<file path="config.mk">
export PLATFORM = sky130hd
export DESIGN_NAME = add_sub_golden
export DESIGN_NICKNAME = d
export VERILOG_FILES = /design/src/rtl/add_sub_golden.sv
export SDC_FILE = /design/constraint.sdc
export NUM_CORES = 1
export LEC_CHECK = 0
export CORE_AREA = 3 3 40 42
export DETAILED_ROUTE_END_ITERATION = 6
export DIE_AREA = 0 0 43 45
export MAX_ROUTING_LAYER = met4
export PLACE_DENSITY = 0.43
export SYNTH_ARGS = -nofsm -noshare
export SYNTH_HDL_FRONTEND = slang
export SYNTH_SLANG_ARGS = --single-unit
</file>
<file path="constraint.sdc">
create_clock -name vclk -period 3.6
set_input_delay 0.72 -clock vclk [all_inputs]
set_output_delay 0.72 -clock vclk [all_outputs]
set_load 0.02 [all_outputs]
</file>
<file path="src/rtl/add_sub_golden.sv">
// Golden model of the WIDTH-bit add/subtract unit: result, carry and signed overflow.
module add_sub_golden #(
  parameter int unsigned WIDTH = 4
) (
  input  logic [WIDTH-1:0] a,
  input  logic [WIDTH-1:0] b,
  input  logic             mode,
  output logic [WIDTH-1:0] exp_res,
  output logic             exp_c,
  output logic             exp_v
);

  logic [WIDTH-1:0] b_eff;
  logic [WIDTH:0]   s;

  // Subtract as a + ~b + 1, so carry means "no borrow".
  always_comb begin
    b_eff   = mode ? ~b : b;
    s       = {1'b0, a} + {1'b0, b_eff} + {{WIDTH{1'b0}}, mode};
    exp_res = s[WIDTH-1:0];
    exp_c   = s[WIDTH];
    exp_v   = (a[WIDTH-1] == b_eff[WIDTH-1]) && (exp_res[WIDTH-1] != a[WIDTH-1]);
  end

endmodule

</file>
==> metrics.md <==
| Metric | Value |
|---|---|
| Outcome | `finished clean` |
| Min Tclk post-route | `3.51 ns` |
| Syn_area_per_cell | `10.8 µm²` |
| Met2 WL | `229 µm` |
| Critical path required time | `2.88 ns` |
| CP bufs+invs | `2` |
| Largest family of logic cells by synthesized area | `adder cells` |
| Compound-gate portion of the synthesized area | `22.6%` |
| Sequential Area | `0 µm²` |
| Met1 wire length | `217 µm` |
| Die height | `45 µm` |
| Actual slew at the worst max-slew pin | `0.258 ns` |
| Core Area | `0.00128 mm²` |
| Final ANT Viol Nets | `0` |
| Post-Synth Simple-Gate Area | `5.16%` |
| Overall die area | `0.00194 mm²` |
| Power Density | `261 mW/mm²` |
| LEAKAGE | `0.184 nW` |
| FILL cells | `139` |
| Layout Nets | `50` |
| Worst path cell trace | `clkdlybuf4s50_1 > mux2_4 > fa_1 > xor2_1 > clkdlybuf4s50_1` |
| Xor-xnor portion of the synthesized cell area | `27.1%` |
| Cell taking the most area after synthesis | `xor2_1` |
| Routed length per instance | `10.0 µm` |
| Top cell type's share of synthesized area | `22.6%` |
| DRT Pass-1 Iters | `2` |
| Sequential fraction of the synthesis area | `0%` |
| Most frequent cells in the layout | `clkdlybuf4s50_1, xor2_1, a21o_1, ha_1` |
| Fmax | `0.285 GHz` |
| Clkbuf count | `0` |
| Mapped Area | `194 µm²` |
| Highest Signal Layer | `met3` |
| Slew Viols, Final | `0` |
| Place WS | `-0.0630 ns` |
| Number of DRC markers in iteration 0 | `2` |
| RSZ-0062 raised after global routing | `false` |
| Area growth, synth to finish | `94.8%` |
| Max_slew headroom | `82.7%` |
| DRT Wirelength | `500 µm` |
| Total global-route track usage | `6.59%` |
| Hold Path Class | `input pin to output port` |
| Post-Synthesis Cells | `18` |
| Vias | `201` |
| Delay-heaviest family, CP | `buffers and inverters` |
| Final hold vios | `0` |
| Die width | `43 µm` |
| CP dominant cell by count | `clkdlybuf4s50_1` |
| CP endpoint kind | `output port` |
| Diodes inserted | `0` |
| Worst-path maximum fanout | `2` |
| YS warnings | `0` |
| Seq_cells | `0` |
| Synth Area in Adders | `29.7%` |
| Initial core utilization | `15.1%` |
| First-pass GRT wire length | `972 µm` |
| Drt via density | `4.02` |
| Syn_nets | `31` |
| Layout cells sized above 1 | `14.3%` |
| Setup Fix Bufs, Post-CTS | `0` |
| Ranking of synthesized cells by area | `xor2_1, ha_1, mux2_4` |
| Port bufs | `15` |
| RD Place Congestion | `0.638` |
| Synth cell types | `9` |
| GR Overflow Total | `0` |
| Max VDD drop | `110 µV` |
| Worst setup SP type | `input pin` |
| Fraction of synthesized area in multiplexers | `15.5%` |
| Number of max-cap violations | `0` |
| Final period utilization | `97.6%` |
| Met3 WL post-DR | `53 µm` |
| DPL Wire Length | `461 µm` |
| Worst EP arrival | `2.79 ns` |
| # rows | `13` |
| Vias in the first global route | `226` |
| Ports | `15` |
| Initial antenna violation count | `0` |
| Setup CP Type | `input pin to output port` |
| CP max stage delay | `0.62 ns` |
| Final worst slack | `0.0859 ns` |
| Setup tns final | `0 ns` |
| Slowest stage cell on the critical path | `clkdlybuf4s50_1` |
| Most common cell after layout, fill and taps aside | `clkdlybuf4s50_1` |
| Residual DRC | `0` |
| Finish-stage setup viols | `0` |
| Pin count of the biggest net entering global routing | `5` |
## per-layer routing
layer	vias up	global-route usage [%]
met5	-	-
li1	99	-
met3	0	0.398
met2	14	12.3
met4	0	0
met1	88	8.37
## cell usage after synthesis
master,count
xor2_1,5
mux2_4,2
ha_1,3
a21o_1,3
xnor2_1,1
nor2_1,1
fa_1,1
nor2b_1,1
a31oi_4,1
## final timing paths
| kind | start | to | depth (start not counted) | slack [ns] |
|---|---|---|---|---|
| worst min-delay path | a[3] | exp_res[3] | 4 | 2.42 |
| worst max-delay path | b[0] | exp_res[2] | 5 | 0.09 |
## layout make-up
class | count | area [µm²] | area share [%]
Multi-Input combinational cell | 18 | 194 | 51.3
Timing Repair Buffer | 17 | 165 | 43.7
Tap cell | 15 | 18.8 | 4.97
## power breakdown
part           leakage [nW]  internal, mW  switching, mW
Clock                     0             0              0
Sequential                0             0              0
Combinational         0.184        0.0523         0.0464
## per-stage QoR
stage	cells	hold slack, ns	instance area, µm²	util, %	power (mW)
finish	50	2.42	378	29.4	0.0987
global placement	50	2.54	378	29.4	0.102
CTS	50	2.44	375	29.2	0.101
floorplan	18	1.56	194	-	0.0573
detailed placement	50	2.56	378	29.4	0.103
global route	50	2.49	378	29.4	0.108
## timing repair
action / 4_1_cts / 5_1_grt
hold buffers: 0 / 0
gates resized for setup: 2 / 1
setup endpoints to repair: 2 / 1
## worst min-delay path: cells and delay by family
family	cells	cell delay, ns
xor+xnor	1	0.08
buf+inv	2	0.70
fa+ha+maj	1	0.21
## kinds of logic after synthesis
group,count (synthesis)
mux,2
compound gates,4
xor+xnor,6
fa+ha+maj,4
simple gates,2
Power figures use the tool's default switching activity.
